`src/rtl/silly_pattern_engine_pkg.sv`:
```
// Package silly_pkg: shared types and helpers for the silly pattern engine.
//  mode_e    : pattern mode (COUNT / BOUNCE / LFSR / ROTATE), matches the 2-bit mode input.
//  state_e   : control FSM state (IDLE / RUN / SINGLE), exposed on the dbg_state output.
//  lfsr_taps : maximal-length Galois (right-shift) toggle masks for widths 4..16.
package silly_pkg;

  typedef enum logic [1:0] {
    COUNT  = 2'd0,
    BOUNCE = 2'd1,
    LFSR   = 2'd2,
    ROTATE = 2'd3
  } mode_e;

  typedef enum logic [1:0] {
    IDLE   = 2'd0,
    RUN    = 2'd1,
    SINGLE = 2'd2
  } state_e;

  // Toggle mask applied when the bit shifted out of bit 0 is 1.
  function automatic logic [15:0] lfsr_taps(input int w);
    logic [15:0] taps;
    case (w)
      4:       taps = 16'h000C;
      5:       taps = 16'h0014;
      6:       taps = 16'h0030;
      7:       taps = 16'h0060;
      8:       taps = 16'h00B8;
      9:       taps = 16'h0110;
      10:      taps = 16'h0240;
      11:      taps = 16'h0500;
      12:      taps = 16'h0829;
      13:      taps = 16'h100D;
      14:      taps = 16'h2015;
      15:      taps = 16'h6000;
      16:      taps = 16'hD008;
      default: taps = 16'h00B8;
    endcase
    return taps;
  endfunction

endpackage

```
`src/rtl/silly_pattern_engine_if.sv`:
```
// Interface bundling the control/observation signals of silly_pattern_engine.
//  master : driver side (wrapper or bench) - drives controls, observes outputs.
//  slave  : engine side.
// Handshake: there is no valid/ready pair here; run is a level, step and
// seed_load are single-cycle pulses sampled on the rising clock edge whenever
// ena is 1, and tick is a one-cycle pulse marking a pattern advance.
// Optional: SILLY_PWM_EN adds the 4-bit duty input.
interface silly_pattern_engine_if #(
  parameter int WIDTH = 8,
  parameter int DIV_W = 5
);
  logic             ena;
  logic [1:0]       mode;
  logic             run;
  logic             step;
  logic [DIV_W-1:0] div_sel;
  logic             seed_load;
  logic [WIDTH-1:0] seed;
`ifdef SILLY_PWM_EN
  logic [3:0]       duty;
`endif
  logic [WIDTH-1:0] pat_out;
  logic             tick;
  logic             busy;
  logic [1:0]       dbg_state;

  modport master (
`ifdef SILLY_PWM_EN
    output duty,
`endif
    output ena, mode, run, step, div_sel, seed_load, seed,
    input  pat_out, tick, busy, dbg_state
  );

  modport slave (
`ifdef SILLY_PWM_EN
    input  duty,
`endif
    input  ena, mode, run, step, div_sel, seed_load, seed,
    output pat_out, tick, busy, dbg_state
  );
endinterface

```
`src/rtl/silly_pattern_engine_prescaler.sv`:
```
// silly_prescaler: tick-period generator for the pattern engine.
//  clk, rst : clock, async active-high reset
//  ena      : global enable; 0 freezes the counter
//  clr      : synchronous clear (takes effect only while ena=1)
//  div_sel  : period = 2^div_sel cycles, clamped to 2^(PRESC_W-1)
//  tc       : terminal-count pulse, combinational, already gated by ena/clr
module silly_prescaler #(
  parameter int PRESC_W = 24,
  parameter int DIV_W   = 5
) (
  input  logic             clk,
  input  logic             rst,
  input  logic             ena,
  input  logic             clr,
  input  logic [DIV_W-1:0] div_sel,
  output logic             tc
);
  localparam logic [DIV_W-1:0] SEL_MAX = DIV_W'(PRESC_W - 1);

  logic [PRESC_W-1:0] r_cnt;
  logic [PRESC_W-1:0] w_lim;
  logic [DIV_W-1:0]   w_sel;
  logic               w_at_lim;

  always_comb begin
    w_sel = (div_sel > SEL_MAX) ? SEL_MAX : div_sel;
    w_lim = (PRESC_W'(1) << w_sel) - PRESC_W'(1);
  end

  // >= rather than == so a div_sel shrink mid-count wraps immediately
  // instead of running the counter all the way round.
  assign w_at_lim = (r_cnt >= w_lim);
  assign tc       = ena && !clr && w_at_lim;

  always_ff @(posedge clk or posedge rst) begin
    if (rst) begin
      r_cnt <= '0;
    end else if (ena) begin
      if (clr || w_at_lim) r_cnt <= '0;
      else                 r_cnt <= r_cnt + PRESC_W'(1);
    end
  end
endmodule

```
`src/rtl/silly_pattern_engine.sv`:
```
// silly_pattern_engine: WIDTH-bit pattern generator (count / bounce / LFSR /
// rotate) advancing on a prescaled tick, with free-run, single-step and seed load.
//  clk : clock
//  rst : asynchronous active-high reset
//  bus : silly_pattern_engine_if.slave - ena, mode, run, step, div_sel,
//        seed_load, seed in; pat_out, tick, busy, dbg_state out.
// Optional feature macro SILLY_PWM_EN: pat_out is gated by a 4-bit PWM
// (duty input on the interface); without it pat_out is the pattern register.
module silly_pattern_engine
  import silly_pkg::*;
#(
  parameter int WIDTH   = 8,
  parameter int PRESC_W = 24,
  parameter int DIV_W   = 5
) (
  input  logic                  clk,
  input  logic                  rst,
  silly_pattern_engine_if.slave bus
);
  localparam logic [1:0]       ST_IDLE   = IDLE;
  localparam logic [1:0]       ST_RUN    = RUN;
  localparam logic [1:0]       ST_SINGLE = SINGLE;
  localparam logic [WIDTH-1:0] TAPS      = WIDTH'(lfsr_taps(WIDTH));
  localparam logic [WIDTH-1:0] ONE       = WIDTH'(1);

  logic [1:0]       r_state, w_state_nxt;
  mode_e            r_mode_q, w_mode;
  logic [WIDTH-1:0] r_pat, r_seed_reg;
  logic             r_dir_left, r_tick;
  logic [WIDTH-1:0] w_adv_pat, w_init_pat, w_seed_pat, w_lfsr_src;
  logic             w_dir_nxt, w_go_left;
  logic             w_mode_chg, w_run_active, w_presc_clr, w_tc, w_adv;

  assign w_mode       = mode_e'(bus.mode);
  assign w_mode_chg   = (w_mode != r_mode_q);
  assign w_run_active = (r_state == ST_RUN) && bus.run;
  assign w_presc_clr  = !w_run_active || w_mode_chg;

  silly_prescaler #(.PRESC_W(PRESC_W), .DIV_W(DIV_W)) u_presc (
    .clk     (clk),
    .rst     (rst),
    .ena     (bus.ena),
    .clr     (w_presc_clr),
    .div_sel (bus.div_sel),
    .tc      (w_tc)
  );

  // Advance request; seed_load / mode change override it in the register block
  // and the request is simply dropped.
  assign w_adv = (r_state == ST_SINGLE) || (w_run_active && w_tc);

  always_comb begin
    w_state_nxt = r_state;
    case (r_state)
      ST_IDLE:   if (bus.run) w_state_nxt = ST_RUN;
                 else if (bus.step) w_state_nxt = ST_SINGLE;
      ST_RUN:    if (!bus.run) w_state_nxt = ST_IDLE;
      ST_SINGLE: w_state_nxt = ST_IDLE;
      default:   w_state_nxt = ST_IDLE;
    endcase
  end

  always_comb begin
    w_lfsr_src = (r_pat == '0) ? ONE : r_pat;
    // Direction is re-derived from the pattern so a seeded one-hot sitting on
    // the MSB with dir=left still turns back instead of shifting out.
    w_go_left  = r_dir_left ? !r_pat[WIDTH-1] : r_pat[0];
    w_adv_pat  = r_pat;
    w_dir_nxt  = r_dir_left;
    case (r_mode_q)
      COUNT:  w_adv_pat = r_pat + ONE;
      BOUNCE: begin
        w_adv_pat = w_go_left ? (r_pat << 1) : (r_pat >> 1);
        // Flip when the shifted bit lands on an end.
        w_dir_nxt = w_go_left ? !r_pat[WIDTH-2] : r_pat[1];
      end
      LFSR:   w_adv_pat = (w_lfsr_src >> 1) ^ (w_lfsr_src[0] ? TAPS : '0);
      ROTATE: w_adv_pat = {r_pat[WIDTH-2:0], r_pat[WIDTH-1]};
      default: w_adv_pat = r_pat;
    endcase

    case (w_mode)
      COUNT:   w_init_pat = '0;
      BOUNCE:  w_init_pat = ONE;
      LFSR:    w_init_pat = ONE;
      ROTATE:  w_init_pat = r_seed_reg;
      default: w_init_pat = '0;
    endcase

    w_seed_pat = bus.seed;
    if (w_mode == LFSR && bus.seed == '0)       w_seed_pat = ONE;
    if (w_mode == BOUNCE && !$onehot(bus.seed)) w_seed_pat = ONE;
  end

  always_ff @(posedge clk or posedge rst) begin
    if (rst) begin
      r_state    <= ST_IDLE;
      r_mode_q   <= COUNT;
      r_pat      <= '0;
      r_dir_left <= 1'b1;
      r_seed_reg <= ONE;
      r_tick     <= 1'b0;
    end else begin
      r_tick <= 1'b0;
      if (bus.ena) begin
        r_state  <= w_state_nxt;
        r_mode_q <= w_mode;
        if (bus.seed_load) begin
          r_pat      <= w_seed_pat;
          r_seed_reg <= bus.seed;
          r_dir_left <= 1'b1;
        end else if (w_mode_chg) begin
          r_pat      <= w_init_pat;
          r_dir_left <= 1'b1;
        end else if (w_adv) begin
          r_pat      <= w_adv_pat;
          r_dir_left <= w_dir_nxt;
          r_tick     <= 1'b1;
        end
      end
    end
  end

`ifdef SILLY_PWM_EN
  logic [3:0] r_pwm_cnt;

  always_ff @(posedge clk or posedge rst) begin
    if (rst)          r_pwm_cnt <= 4'd0;
    else if (bus.ena) r_pwm_cnt <= r_pwm_cnt + 4'd1;
  end

  // duty=15 keeps the output on every cycle, duty=0 gives 1 cycle in 16.
  assign bus.pat_out = r_pat & {WIDTH{r_pwm_cnt <= bus.duty}};
`else
  assign bus.pat_out = r_pat;
`endif

  assign bus.tick      = r_tick;
  assign bus.busy      = (r_state != ST_IDLE);
  assign bus.dbg_state = r_state;
endmodule
```
`src/flat_wrapper.sv`:
```
// flat-port wrapper written by rule: the top's interface ports become plain ports
module silly_pattern_engine_flat import silly_pkg::*;
#(
  parameter int WIDTH   = 8,
  parameter int PRESC_W = 24,
  parameter int DIV_W   = 5
)
  (clk, rst, bus_ena, bus_mode, bus_run, bus_step, bus_div_sel, bus_seed_load, bus_seed, bus_pat_out, bus_tick, bus_busy, bus_dbg_state);
  silly_pattern_engine_if #(.WIDTH(WIDTH), .DIV_W(DIV_W)) bus_i ();
  input  logic clk;
  input  logic rst;
  input wire logic [$bits(bus_i.ena)-1:0] bus_ena;
  input wire logic [$bits(bus_i.mode)-1:0] bus_mode;
  input wire logic [$bits(bus_i.run)-1:0] bus_run;
  input wire logic [$bits(bus_i.step)-1:0] bus_step;
  input wire logic [$bits(bus_i.div_sel)-1:0] bus_div_sel;
  input wire logic [$bits(bus_i.seed_load)-1:0] bus_seed_load;
  input wire logic [$bits(bus_i.seed)-1:0] bus_seed;
  output wire logic [$bits(bus_i.pat_out)-1:0] bus_pat_out;
  output wire logic [$bits(bus_i.tick)-1:0] bus_tick;
  output wire logic [$bits(bus_i.busy)-1:0] bus_busy;
  output wire logic [$bits(bus_i.dbg_state)-1:0] bus_dbg_state;
  assign bus_i.ena = bus_ena;
  assign bus_i.mode = bus_mode;
  assign bus_i.run = bus_run;
  assign bus_i.step = bus_step;
  assign bus_i.div_sel = bus_div_sel;
  assign bus_i.seed_load = bus_seed_load;
  assign bus_i.seed = bus_seed;
  assign bus_pat_out = bus_i.pat_out;
  assign bus_tick = bus_i.tick;
  assign bus_busy = bus_i.busy;
  assign bus_dbg_state = bus_i.dbg_state;
  silly_pattern_engine #(.WIDTH(WIDTH), .PRESC_W(PRESC_W), .DIV_W(DIV_W)) u_core (.clk(clk), .rst(rst), .bus(bus_i));
endmodule
```
`config.mk`:
```
export PLATFORM = sky130hd
export DESIGN_NAME = silly_pattern_engine_flat
export DESIGN_NICKNAME = d
export VERILOG_FILES = /design/src/rtl/silly_pattern_engine_pkg.sv /design/src/rtl/silly_pattern_engine_if.sv /design/src/rtl/silly_pattern_engine_prescaler.sv /design/src/rtl/silly_pattern_engine.sv /design/src/flat_wrapper.sv
export SDC_FILE = /design/constraint.sdc
export NUM_CORES = 1
export LEC_CHECK = 0
export CORE_AREA = 2 2 108 100
export CTS_CLUSTER_SIZE = 28
export DETAILED_ROUTE_END_ITERATION = 10
export DIE_AREA = 0 0 110 102
export HOLD_SLACK_MARGIN = 0.15
export SLEW_MARGIN = 20
export SYNTH_ARGS = -nofsm -noshare
export SYNTH_HDL_FRONTEND = slang
export SYNTH_SLANG_ARGS = --single-unit
```
`constraint.sdc`:
```
create_clock -name clk -period 5.3 [get_ports clk]
set_clock_uncertainty 0.05 [all_clocks]
set_input_delay 1.06 -clock clk [delete_from_list [all_inputs] [get_ports clk]]
set_output_delay 1.06 -clock clk [all_outputs]
set_load 0.02 [all_outputs]
```
## Word level (Yosys, flattened, before mapping)

Index checks and enable logic that the tools add are counted.

| storage, ports and cells | value |
|---|---|
| output and inout bits | 12 |
| logic and storage cells | 86 |
| bits in read-only memories | 0 |
| bits in latches | 0 |
| memories kept | 0 |
| bits in writable memories | 0 |
| input bits | 21 |
| bits in registers | 46 |

| cells by class | value |
|---|---|
| div/mod/pow operators | 0 |
| shifts and indexed selects | 1 |
| equal/unequal tests | 12 |
| bitwise operators | 1 |
| $add $sub $neg | 10 |
| multiplexer cells | 26 |
| multiply operators | 0 |
| reduce and logical (&&, ||, !) cells | 27 |
| order comparisons | 2 |

Operator list:

| kind | number |
|---|---|
| 8-bit two-way mux | 8 |
| 8-bit case mux with 4 select lines | 1 |
| 24-bit by 1-bit adder with 24-bit output (second input constant) | 1 |
| 24-bit >= comparator | 1 |
| 24-bit two-way mux | 1 |
| 8-bit case mux with 3 select lines | 1 |
| 1-bit by 5-bit << shifter with 24-bit output (first input constant) | 1 |
| 24-bit by 2-bit subtractor with 24-bit output (second input constant) | 1 |
| 8-bit logical NOT | 2 |
| 4-bit adder | 3 |
| 2-bit equality test (second input constant) | 5 |
| 1-bit two-way mux | 10 |
| 1-bit by 1-bit adder with 2-bit output | 4 |
| 8-bit by 1-bit adder with 8-bit output (second input constant) | 1 |
| 7-bit by 8-bit XOR with 8-bit output | 1 |
| 2-bit by 1-bit equality test with 1-bit output (second input constant) | 3 |
| 1-bit logical AND | 6 |
| 2-bit logical NOT | 3 |
| 2-bit two-way mux | 3 |
| 3-bit AND reduction | 2 |
| 3-bit nonzero test | 2 |
| 5-bit greater-than comparator (second input constant) | 1 |
| 1-bit logical NOT | 5 |
| 5-bit two-way mux | 1 |
| other kinds (9) | 12 |

## Depth between registers and ports, before layout

| logic depth | value |
|---|---|
| word-level depth | 13 |
| mapped depth | 18 |
| gate-level depth less buffers | 14 |

## By module

Synthesis repeated with hierarchy kept, for this count alone.

| unflattened totals | value |
|---|---|
| cells, all modules | 518 |
| area, all modules | 4330.4 µm² |

Modules (own cells, without submodules):

| module | area an instance (µm²) | seq. area each (µm²) | instances | cells an instance |
|---|---|---|---|---|
| silly_prescaler | 2293.4 | 600.6 | 1 | 273 |
| silly_pattern_engine | 2037.0 | 553.0 | 1 | 245 |

## Least setup slack after synthesis

No wires, ideal clock.

| timing | value |
|---|---|
| kind | in2reg |
| from | in bus_div_sel[2] |
| to | reg u_core.r_pat[0] (netlist: u_core.bus.pat_out[0]) |
| path slack | 0.606 ns |
| data required time | 5.129 ns |
| arrival | 4.523 ns |
| cell stages on the path | 16 |
| cell sequence | clkbuf_1 clkbuf_1 nor2_1 nand3_1 ha_1 clkbuf_1 clkbuf_1 nand2_1 o22a_1 ha_1 nand4_4 nor3_2 a2111o_1 a2111oi_4 nand3_1 a22o_1 |

| between the ends | value |
|---|---|
| longest elaborated chain between the ends | 10 |

RTL lines:

| element | RTL line | text |
|---|---|---|
| from (decl) | flat_wrapper.sv:16 | `input wire logic [$bits(bus_i.div_sel)-1:0] bus_div_sel;` |
| 5-bit greater-than comparator | silly_pattern_engine_prescaler.sv:26 | `w_sel = (div_sel > SEL_MAX) ? SEL_MAX : div_sel;` |
| 5-bit two-way mux (*) | silly_pattern_engine_prescaler.sv:26 |  |
| 1-bit by 5-bit << shifter with 24-bit output (*) | silly_pattern_engine_prescaler.sv:27 | `w_lim = (PRESC_W'(1) << w_sel) - PRESC_W'(1);` |
| 24-bit by 2-bit subtractor with 24-bit output (*) | silly_pattern_engine_prescaler.sv:27 |  |
| 24-bit >= comparator (*) | silly_pattern_engine_prescaler.sv:32 | `assign w_at_lim = (r_cnt >= w_lim);` |
| 1-bit logical AND (*) | silly_pattern_engine_prescaler.sv:33 | `assign tc = ena && !clr && w_at_lim;` |
| 1-bit logical AND (*) | silly_pattern_engine.sv:50 | `assign w_adv = (r_state == ST_SINGLE) \|\| (w_run_active && w_tc);` |
| 1-bit logical OR (*) | silly_pattern_engine.sv:50 |  |
| 3-bit nonzero test (no line) (*) | n/a |  |
| 2-bit AND reduction (no line) (*) | n/a |  |
| to (signal assigned) | silly_pattern_engine.sv:109 | `r_pat <= w_seed_pat;` |
| to (signal assigned) | silly_pattern_engine.sv:113 | `r_pat <= w_init_pat;` |
| to (signal assigned) | silly_pattern_engine.sv:116 | `r_pat <= w_adv_pat;` |
| to (decl) | silly_pattern_engine.sv:28 | `logic [WIDTH-1:0] r_pat, r_seed_reg;` |

Every way passes the cells marked *; elsewhere a longest branch is shown, timed or not.
A chain may end at the register's enable or synchronous reset.

## Final worst setup path

| timing | value |
|---|---|
| from | in bus_seed[7] |
| to | reg u_core.r_pat[1] (netlist: u_core.bus.pat_out[1]) |

| between the ends | value |
|---|---|
| longest elaborated chain between the ends | 8 |

RTL lines:

| element | RTL line | text |
|---|---|---|
| from (decl) | flat_wrapper.sv:18 | `input wire logic [$bits(bus_i.seed)-1:0] bus_seed;` |
| 1-bit by 1-bit adder with 2-bit output (implied by the code) | silly_pattern_engine.sv:92 | `if (w_mode == BOUNCE && !$onehot(bus.seed)) w_seed_pat = ONE;` |
| 4-bit adder (implied by the code) (2 in series) | silly_pattern_engine.sv:92 |  |
| 4-bit by 1-bit equality test with 1-bit output | silly_pattern_engine.sv:92 |  |
| 1-bit logical NOT | silly_pattern_engine.sv:92 |  |
| 1-bit logical AND | silly_pattern_engine.sv:92 |  |
| 8-bit two-way mux (*) | silly_pattern_engine.sv:92 |  |
| 8-bit two-way mux (*) | silly_pattern_engine.sv:108 | `if (bus.seed_load) begin` |

Marks and branches as above.

==> flow_summary.toml <==
[setup_path]
path_buf_inv = 4
crit_required_ps = 5450
cp_slowest_cell = "clkdlybuf4s50_1"
cpPeakStageDelay_ps = 530
cp-end-kind = "flip-flop"
critPathKind = "input pin to flip-flop"
crit_fanout = 3
worstPathArrival_ps = 4960
cp_top_family = "adder cells"
worstPathCellList = "clkdlybuf4s50_1, inv_1, ha_1, inv_1, fa_1, inv_1, fa_1, ha_1, fa_1, or4b_1, a211oi_2, a221o_1, a211oi_1, a311oi_1"
start_kind = "input pin"

[clock_tree]
cts_root_buffer = "clkbuf_8"
holdBufCountCts = 0
cts_resized = 0
clock_latency_ps = 310
clk_pin_slew_ps = 100
cts.sinks = 46
numCtsBuffers = 5
cts_setup_buffers = 0
cts_buffer_depth = 2
cts_tree = "yes"
htreeDepth = 2

[final_layout]
drive_gt1_share_pct = 9.38
antenna_cells = 0
fill_cells = 997
area_growth_pct = 10.3
regArea_mm2 = 0.00115
nets = 610
multiInputGateArea_mm2 = 0.00295
largest_reg_flops = 24

[sta]
tns_ps = 0
worstMarginPinSlew_ps = 1090
rsz0062_at_grt = "no"
fin_crit_ps = 4800
maxSlewHeadroom_pct = 25.8
post-route-period-util_pct = 90.7
finalSetupViolations = 0
hold_viol = 0
drv_slew = 0
fmax_ghz = 0.208

[global_routing]
grt_pass1_wl_mm = 19.0
antenna_found_initial = 0
grt.overflow.total = 0
grt_max_degree = 47
grtUsageTotal_pct = 21.5
grt_pass1_vias = 3718

[detailed_routing]
drtAntennaViolNets = 0
drc = 0
vias_per_cell = 5.98
avgRoutedWirePerCell_um = 17.2
drtPass1Iterations = 5
first_iter_violations = 354
wl_mm = 11.6
vias = 4026

[placed_design]
place_hpwl_mm = 8.54
io_buffers = 32
place_congestion = 0.904

[floorplanning]
die_width_um = 110
die_y_um = 102
design.die.area_mm2 = 0.0112
pin_count = 33
start_util_pct = 44.2
coreArea_mm2 = 0.0100
num_rows = 35

[synthesis]
yosys.area.top_type = "dfrtp_1"
netlist_area_mm2 = 0.00443
syn_avg_cell_area_um2 = 8.35
yosys_warnings = 0
async_flop_share_pct = 100
ys_seq_area_share_pct = 26.1
synth.distinct_cells = 73
synth_edf_count = 0
synth_commonest_cells = "nand2_1, dfrtp_1, ha_1"
ys_ff_latch = 46
synth_cells = 530
yosysMostFrequentCell = "nand2_1"
synth_top_area_share_pct = 24.9
synthTopCellsByArea = "dfrtp_1, ha_1, nand2_1"
synthesis.nets = 597
synth_flop_cell = "dfrtp_1"

[pwr]
finalPower_mw = 0.998
ir_drop_mv = 0.169
p_leak_nw = 2.03
clkPwrFrac_pct = 23.0
power_density_mw_per_mm2 = 204
switching_power_mw = 0.372
p_comb_share_pct = 33.3
p_seq_share_pct = 43.6
p_sw_share_pct = 37.3
power.internal_mw = 0.626

[outcome]
outcome = "completed"

[min_path]
hold_class = "flip-flop to flip-flop"

[run]
max_cap_viol_count = 0
-- area by class of cell --
cell class / instances / area share (%)
repair buffers: 43 / 8.25
clock buffers: 7 / 1.77
flip-flops and latches: 46 / 23.6
inverters: 34 / 2.64
well taps: 129 / 3.30
clock inverters: 1 / 0.102
multi-input cells: 413 / 60.3
-- power groups by stage --
stage          logic, mW  clock network (mW)  registers, mW
2_1_floorplan      0.243                   0          0.416
3_3_place_gp       0.325                   0          0.441
3_5_place_dp       0.331                   0          0.442
4_1_cts            0.333               0.241          0.435
5_1_grt            0.368               0.254          0.442
6_report           0.332               0.230          0.436
-- worst register-to-register path, stage by stage, from the launching register on --
cell       delay, ps
dfrtp_1          740
xor2_1           190
or3_1            520
a2111oi_0        960
a221o_1          280
a211oi_1          60
a311oi_1         270
-- worst paths after layout --
check | start | cells past startpoint | slack, ps | end
setup reg to reg | u_core.r_mode_q[0] | 6 | 2130 | u_core.bus.pat_out[1]
hold / removal | u_core.r_seed_reg[0] | 2 | 440 | u_core.r_seed_reg[0]
setup / recovery | bus_seed[7] | 14 | 500 | u_core.bus.pat_out[1]
hold reg to reg | u_core.r_seed_reg[0] | 2 | 440 | u_core.r_seed_reg[0]
max in group asynchronous | rst | 2 | 3550 | u_core.u_presc.r_cnt[5]
min in group asynchronous | rst | 2 | 1150 | u_core.r_seed_reg[1]
-- placed cells by master (no fill, tap or decap), types with 4 or more instances in the layout --
cell	Yosys	routed
a211oi_1	6	6
a21oi_1	33	33
a21oi_2	10	10
a22o_1	4	4
a22oi_1	9	9
a31oi_1	11	11
and3_1	12	12
buf_4	0	11
clkbuf_8	2	6
clkdlybuf4s50_1	0	32
dfrtp_1	44	44
fa_1	4	4
ha_1	42	42
inv_1	33	32
mux2i_1	6	6
nand2_1	49	49
nand2b_1	5	5
nand3_1	17	17
nand4_1	14	14
nor2_1	39	39
nor3_1	16	16
o211ai_1	6	6
o21a_1	5	5
o21ai_0	34	34
or2_2	5	5
xnor2_1	9	9
xor2_1	14	14
-- layer usage --
layer / wire length, µm / part of all wire (%) / track usage (%) / vias to the layer above
li1: - / - / - / 1947
met1: 5730 / 50 / 33.4 / 1954
met2: 5110 / 44 / 32.7 / 118
met3: 693 / 6.0 / 3.13 / 7
met4: 40 / 0.35 / 2.24 / 0
met5: 0 / 0 / 0 / -
-- logic make-up (layout without fill, tap and decap cells) --
family | count (synthesis) | after routing | synth area share [%]
AND/OR/NAND/NOR | 181 | 181 | 21.1
buffers and inverters | 71 | 85 | 7.37
XOR/XNOR | 23 | 23 | 4.55
other | 1 | 1 | 0.0847
flip-flops | 46 | 46 | 26.1
multiplexers | 7 | 7 | 1.61
AO/OA/AOI/OAI | 155 | 155 | 25.5
adder cells (fa/ha/maj) | 46 | 46 | 13.7
-- per-stage QoR --
step / utilization [%] / instance area (µm²) / instances / worst slack [ps] / hold slack, ps
after global routing: 48.7 / 4890 / 673 / 135 / 491
after detailed placement: 47.8 / 4790 / 665 / 155 / 431
final: 48.7 / 4890 / 673 / 495 / 444
after global placement: 47.8 / 4790 / 665 / 237 / 418
after floorplan: - / 4430 / 530 / 606 / 400
after CTS: 48.7 / 4880 / 673 / 479 / 448
(Power assumes the default switching activity.)
